==> config.mk <==
export PLATFORM = sky130hd
export DESIGN_NAME = imem_loader
export DESIGN_NICKNAME = d
export VERILOG_FILES = /design/src/rtl/imem_loader.sv
export SDC_FILE = /design/constraint.sdc
export NUM_CORES = 1
export LEC_CHECK = 0
export ABC_AREA = 1
export CORE_MARGIN = 1.5
export CORE_UTILIZATION = 51
export DETAILED_ROUTE_END_ITERATION = 8
export PLACE_DENSITY = 0.77
export SKIP_CTS_REPAIR_TIMING = 1
export SYNTH_ARGS = -nofsm -noshare
export SYNTH_HDL_FRONTEND = slang
export SYNTH_SLANG_ARGS = --single-unit
==> constraint.sdc <==
create_clock -name clk -period 1.9 [get_ports clk]
set_input_delay 0.475 -clock clk [delete_from_list [all_inputs] [get_ports clk]]
set_output_delay 0.475 -clock clk [all_outputs]
set_load 0.05 [all_outputs]
==> src/rtl/imem_loader.sv <==
// Framed byte-stream program loader: assembles big-endian words, writes them to
// instruction memory by word index and holds the CPU in reset until the load verifies.
module imem_loader #(
    parameter int DEPTH = 10
) (
    input  logic        clk,
    input  logic        reset,
    input  logic        start,
    input  logic        in_valid,
    output logic        in_ready,
    input  logic [7:0]  in_data,
    output logic        mem_we,
    output logic [31:0] mem_addr,
    output logic [31:0] mem_wd,
    output logic        cpu_reset,
    output logic        done,
    output logic        error
);

    // Wide enough to hold N itself, so the post-increment after the last word fits.
    localparam int WCW = (DEPTH < 1) ? 1 : $clog2(DEPTH + 1);

    typedef enum logic [2:0] {
        S_IDLE   = 3'd0,
        S_LEN_HI = 3'd1,
        S_LEN_LO = 3'd2,
        S_DATA   = 3'd3,
        S_CSUM   = 3'd4,
        S_DONE   = 3'd5,
        S_ERROR  = 3'd6
    } state_t;

    state_t         state_q,    state_d;
    logic [1:0]     byte_cnt_q, byte_cnt_d;
    logic [WCW-1:0] word_cnt_q, word_cnt_d;
    logic [WCW-1:0] last_idx_q, last_idx_d;
    logic [7:0]     len_hi_q,   len_hi_d;
    logic [7:0]     xor_q,      xor_d;
    logic [23:0]    asm_q,      asm_d;
    logic           mem_we_q,   mem_we_d;
    logic [31:0]    mem_addr_q, mem_addr_d;
    logic [31:0]    mem_wd_q,   mem_wd_d;

    logic           xfer_s;
    logic           restart_s;
    logic [15:0]    len_s;
    logic           len_over_s;
    logic           len_zero_s;
    logic           word_end_s;
    logic           last_word_s;
    logic           csum_ok_s;

    assign xfer_s      = in_valid && in_ready;
    assign restart_s   = start && ((state_q == S_IDLE) || (state_q == S_DONE) ||
                                   (state_q == S_ERROR));
    assign len_s       = {len_hi_q, in_data};
    assign len_over_s  = (len_s > 16'(DEPTH));
    assign len_zero_s  = (len_s == 16'd0);
    assign word_end_s  = (byte_cnt_q == 2'd3);
    assign last_word_s = (word_cnt_q == last_idx_q);
    assign csum_ok_s   = (in_data == xor_q);

    // State register
    always_ff @(posedge clk) begin
        if (!reset) begin
            state_q <= S_IDLE;
        end else begin
            state_q <= state_d;
        end
    end

    // Next-state logic
    always_comb begin
        state_d = state_q;
        case (state_q)
            S_IDLE, S_DONE, S_ERROR: begin
                if (start) begin
                    state_d = S_LEN_HI;
                end else begin
                    state_d = state_q;
                end
            end
            S_LEN_HI: begin
                if (xfer_s) begin
                    state_d = S_LEN_LO;
                end else begin
                    state_d = S_LEN_HI;
                end
            end
            S_LEN_LO: begin
                if (!xfer_s) begin
                    state_d = S_LEN_LO;
                end else if (len_over_s) begin
                    state_d = S_ERROR;
                end else if (len_zero_s) begin
                    state_d = S_CSUM;
                end else begin
                    state_d = S_DATA;
                end
            end
            S_DATA: begin
                if (xfer_s && word_end_s && last_word_s) begin
                    state_d = S_CSUM;
                end else begin
                    state_d = S_DATA;
                end
            end
            S_CSUM: begin
                if (!xfer_s) begin
                    state_d = S_CSUM;
                end else if (csum_ok_s) begin
                    state_d = S_DONE;
                end else begin
                    state_d = S_ERROR;
                end
            end
            default: begin
                state_d = S_IDLE;
            end
        endcase
    end

    // Status outputs decoded from the registered state
    always_comb begin
        in_ready  = 1'b0;
        done      = 1'b0;
        error     = 1'b0;
        cpu_reset = 1'b1;
        case (state_q)
            S_LEN_HI, S_LEN_LO, S_DATA, S_CSUM: begin
                in_ready = 1'b1;
            end
            S_DONE: begin
                done      = 1'b1;
                cpu_reset = 1'b0;
            end
            S_ERROR: begin
                error = 1'b1;
            end
            default: begin
                in_ready = 1'b0;
            end
        endcase
    end

    // Datapath next state: counters, checksum, word assembly and write port
    always_comb begin
        byte_cnt_d = byte_cnt_q;
        word_cnt_d = word_cnt_q;
        last_idx_d = last_idx_q;
        len_hi_d   = len_hi_q;
        xor_d      = xor_q;
        asm_d      = asm_q;
        mem_we_d   = 1'b0;
        mem_addr_d = mem_addr_q;
        mem_wd_d   = mem_wd_q;
        if (restart_s) begin
            byte_cnt_d = 2'd0;
            word_cnt_d = '0;
            xor_d      = 8'd0;
            asm_d      = 24'd0;
        end else if (xfer_s) begin
            case (state_q)
                S_LEN_HI: begin
                    len_hi_d = in_data;
                    xor_d    = xor_q ^ in_data;
                end
                S_LEN_LO: begin
                    // Only meaningful when 1 <= N <= DEPTH; otherwise never consulted.
                    last_idx_d = len_s[WCW-1:0] - WCW'(1'b1);
                    xor_d      = xor_q ^ in_data;
                end
                S_DATA: begin
                    xor_d      = xor_q ^ in_data;
                    asm_d      = {asm_q[15:0], in_data};
                    byte_cnt_d = byte_cnt_q + 2'd1;
                    if (word_end_s) begin
                        mem_we_d   = 1'b1;
                        mem_addr_d = 32'(word_cnt_q);
                        mem_wd_d   = {asm_q, in_data};
                        word_cnt_d = word_cnt_q + WCW'(1'b1);
                    end else begin
                        mem_we_d = 1'b0;
                    end
                end
                default: begin
                    xor_d = xor_q;
                end
            endcase
        end else begin
            mem_we_d = 1'b0;
        end
    end

    // Datapath registers
    always_ff @(posedge clk) begin
        if (!reset) begin
            byte_cnt_q <= 2'd0;
            word_cnt_q <= '0;
            last_idx_q <= '0;
            len_hi_q   <= 8'd0;
            xor_q      <= 8'd0;
            asm_q      <= 24'd0;
            mem_we_q   <= 1'b0;
            mem_addr_q <= 32'd0;
            mem_wd_q   <= 32'd0;
        end else begin
            byte_cnt_q <= byte_cnt_d;
            word_cnt_q <= word_cnt_d;
            last_idx_q <= last_idx_d;
            len_hi_q   <= len_hi_d;
            xor_q      <= xor_d;
            asm_q      <= asm_d;
            mem_we_q   <= mem_we_d;
            mem_addr_q <= mem_addr_d;
            mem_wd_q   <= mem_wd_d;
        end
    end

    assign mem_we   = mem_we_q;
    assign mem_addr = mem_addr_q;
    assign mem_wd   = mem_wd_q;

endmodule

-- Word-level counts from Yosys, hierarchy flattened
Cells that the tools add are included.
- add/subtract/negate cells: 3
- magnitude comparators: 1
- eq/ne operators: 10
- mux-type cells: 14
- bitwise gates (word level): 5
- reductions and logical operators: 19
- operators by type and width (cell ; count):
    greater-than comparator 16 x 4 -> 1 bit, second input constant ; 1
    logical NOT 16 bit ; 1
    2-to-1 mux 3 bit ; 5
    one-hot mux 3 bit (5 select lines) ; 1
    equality test 3 bit, second input constant ; 3
    AND reduction 3 bit ; 3
    equality test 8 bit ; 1
    OR reduction 4 bit ; 2
    XOR 8 bit ; 1
    equality test 3 x 2 -> 1 bit, second input constant ; 2
    2-to-1 mux 2 bit ; 3
    OR reduction 3 bit ; 2
    2-to-1 mux 1 bit ; 5
    adder 4 x 1 -> 4 bit, second input constant ; 1
    equality test 4 bit ; 1
    logical AND 1 bit ; 4
    inverter 1 bit ; 4
    AND reduction 2 bit ; 2
    AND reduction 4 bit ; 1
    subtractor 4 x 1 -> 4 bit, second input constant ; 1
    equality test 3 x 1 -> 1 bit, second input constant ; 1
    logical NOT 3 bit ; 1
    adder 2 x 1 -> 2 bit, second input constant ; 1
    equality test 2 bit, second input constant ; 1
    3 further kinds ; 4
- register bits after elaboration: 90
- input bits: 12
- logic and storage cells: 62

-- Depth between registers and ports, before layout
Gate-level depths: netlist (run 1).
- word-level depth: 8
- depth in mapped cells: 11
- gate-level depth less buffers: 11

-- Worst setup path before layout (run 1)
OpenSTA, ideal clock, no wires.
- path kind: reg2out
- start point: reg state_q[0]
- end point: out cpu_reset
- arrival time: 1.770 ns
- slack: -0.345 ns
- stages on the path, launching flop included: 6
- path buffers: 0
- cell sequence: dfxtp_1 inv_1 nor2_2 inv_1 nor2_1 inv_1
- cells in the longest elaborated chain, start to end: 2
- ends and longest elaborated chain (item ; RTL line ; text):
    start: declaration ; 33 ; state_t state_q, state_d;
    start signal: assignment ; 68 ; state_q <= state_d;
    equality test 3 bit ; 129 ; case (state_q)
    2-to-1 mux 1 bit ; 129 ;
    end: declaration ; 15 ; output logic cpu_reset,
Every way passes these cells.

-- Worst setup path after layout (run 1)
Same ends and word-level chain as after synthesis.

==> out/qor.txt, run 1 <==
Leakage power = 0.00206 uW
GPL Wtd Cong = 0.894
Area after DPL = 0.00464 mm^2
Final hold violation count = 0
Synth Area per Inst = 7.46 um^2
Global routing usage on met2 = 36.0%
Biggest area consumer among synthesized cells = dfxtp_1
Dpl cells = 695
Die Width = 90.7 um
Slowest cell delay on critical path = 390 ps
Skew final = 9.14 ps
Clock Root Buffer = clkbuf_8
Post-synthesis sequential area ratio = 45.9%
Final Instance Area = 0.00483 mm^2
Clock Latency Late Sink = 360 ps
Worst setup EP type = output pin
Worst hold margin = 466 ps
DR iter-0 viols = 183
Post-Syn Area = 0.00392 mm^2
Most frequent CP cell = inv_1
Initial antenna violation count = 0
Via-to-Cell Ratio = 4.80
Yosys top cell area share = 45.9%
Buf/Inv on CP = 4
Commonest non-fill, non-tap cells in the layout = 107 x nand2_1, 88 x dfxtp_1, 86 x nor2_1
Inserted Clock Buffers = 9
Max-cap viol count = 0
CTS max path bufs = 2
CTS H-Tree Depth = 3
DRC = 0
Final Power = 4600 uW
GRT Util Overall = 21.0%
Hold path cells = 2
Max Clock Freq = 538 MHz
I/O pin cnt = 81
CP Class = flop to output pin
Nets = 624
Initial core utilization = 53.5%
Yosys cell types = 31
Flops & latches, synth = 90
Period Utilization, post-route = 97.9%
ANT nets after route = 0
WL final = 8340 um
Via Count = 3414
Grt total ovfl = 0
Maximum fanout along the worst path = 6
CTS tree = done
Core Region = 0.00733 mm^2
Internal reg-to-reg setup slack = 230 ps
Cell Rows = 31
Commonest non-fill, non-tap cell in the layout = nand2_1
Met1 track demand over resource = 25.8%
Clock-pin slew on the worst setup and hold paths = 90 ps
Area contributors post-synth = dfxtp_1 46%, nand2_1 10%, nor2_1 8.3%, a21oi_1 7.5%, o21ai_0 6.3%
Post-Syn Instances = 526
Class of the worst hold path = flop to flop
Final count of pins violating max slew = 0
Reg2Reg Depth = 8
Number of setup violations in the final report = 0
Ys Warns = 0
Peak supply drop = 1110 uV
Status = complete, no violations
WP depth = 6
Pwr Density = 952 mW/mm^2
Share of cells above drive strength 1 = 20.3%
CP arrival = 1390 ps
Req. time, crit path = 1420 ps
Cells along the critical path = inv_1, nor2_2, inv_1, nor2_4, inv_1, buf_4
Largest net degree at the start of global routing = 27
Final HPWL DP = 6180 um
Crit start category = flop
GRT busiest layer = met2
Setup TNS = 0 ps
First-pass DRT Iterations = 4
WL/cell = 11.7 um
Die Ht = 90.7 um
PortBufs = 52
Grt met3 use = 5.22%
First-pass GRT wire length = 13900 um
Vias in the first global route = 3085
Worst path slowest cell = dfxtp_4
Diodes inserted = 0
Clk sinks = 90
Fillcell total = 653
DIE AREA = 0.00823 mm^2
Final min period = 1860 ps
Final Instance Count excl. Fillers = 711
Top delay family on crit path = flip-flops
Synth-to-layout area growth = 23.2%
Unrepaired setup endpoints after global routing = true
-- sequential cells by signal (all words and copies together) (netlist names) --
register    count
len_hi_q        8
mem_we          1
mem_addr        4
byte_cnt_q      2
asm_q          24
state_q         3
last_idx_q      4
mem_wd         32
xor_q           8
word_cnt_q      4
-- power by group --
| group | internal, uW | leakage, uW | total, uW | switching, uW |
|---|---|---|---|---|
| combinational | 475 | 0.00124 | 1300 | 822 |
| clock | 493 | 0.0000863 | 1200 | 702 |
| sequential | 2010 | 0.000728 | 2110 | 99.6 |
| total | 2980 | 0.00206 | 4600 | 1620 |
-- Yosys cell counts --
cell,n
nor2_1,87
nand3_2,1
o21ai_0,49
nor2_4,1
a21oi_2,2
clkbuf_2,1
conb_1,1
nand2_4,1
a21oi_1,59
inv_2,1
ha_1,5
inv_1,33
buf_4,32
buf_2,8
nand2_2,1
nor2_8,1
xnor2_1,4
nand2_1,107
clkinv_2,1
dfxtp_1,90
nand3_1,11
a41oi_1,1
clkbuf_1,6
nor3_1,2
nor3b_1,1
o21ai_1,1
or2_2,2
buf_6,2
nor2_2,12
xor2_1,2
buf_12,1
-- logic make-up (layout without fill, tap and decap cells) --
logic type	count (synthesis)	after routing	share of synthesized area (%)
adder cells (fa/ha/maj)	5	5	1.59
other	1	28	0.0956
flip-flops	90	90	45.9
buffers and inverters	85	144	12.3
AO/OA/AOI/OAI	112	112	14.6
AND/OR/NAND/NOR	227	227	24.1
XOR/XNOR	6	6	1.34
-- final timing paths --
path                                               end               startpoint
worst max-delay path                         cpu_reset  state_q[0]$_SDFFE_PN0P_
worst min-delay path            asm_q[23]$_SDFFE_PP0P_   asm_q[23]$_SDFFE_PP0P_
worst max register to register   asm_q[4]$_SDFFE_PP0P_  state_q[1]$_SDFFE_PN0P_
worst min register to register  asm_q[23]$_SDFFE_PP0P_   asm_q[23]$_SDFFE_PP0P_
-- layer usage --
layer	part of all wire, %	vias up	wire length, um
li1	-	1776	-
met1	45	1546	3750
met2	49	82	4090
met3	4.8	10	402
met4	1.2	0	100
met5	0	-	0
-- area by class of cell --
cell class / instances / area (um^2) / share of cell area (%)
Clock buffer: 10 / 128 / 2.64
Clock inverter: 6 / 51.3 / 1.06
Inverter: 35 / 133 / 2.74
Multi-Input combinational cell: 378 / 1750 / 36.3
Sequential cell: 90 / 1810 / 37.4
Tap cell: 99 / 124 / 2.56
Timing Repair Buffer: 93 / 838 / 17.3
-- worst min-delay path, stage by stage (launching register included) --
cell	delay, ps
dfxtp_1	320
nand2_1	60
a21oi_1	50
-- per-stage QoR --
stage / setup WS (ps) / util, %
floorplan: -32.7 / -
global placement: -68.1 / 63.3
detailed placement: -110 / 63.3
CTS: -113 / 65.8
global route: -29.0 / 65.9
finish: 39.8 / 65.9
Power figures use the tool's default switching activity.
==> run 2, diff against run 1 <==
--- a/config.mk
+++ b/config.mk
@@ -6,6 +6,7 @@
 export NUM_CORES = 1
 export LEC_CHECK = 0
 export ABC_AREA = 1
+export CAP_MARGIN = 20
 export CORE_MARGIN = 1.5
 export CORE_UTILIZATION = 51
 export DETAILED_ROUTE_END_ITERATION = 8
==> results of run 2 <==
Final layout, timing and power as in run 1 (identical DEF).
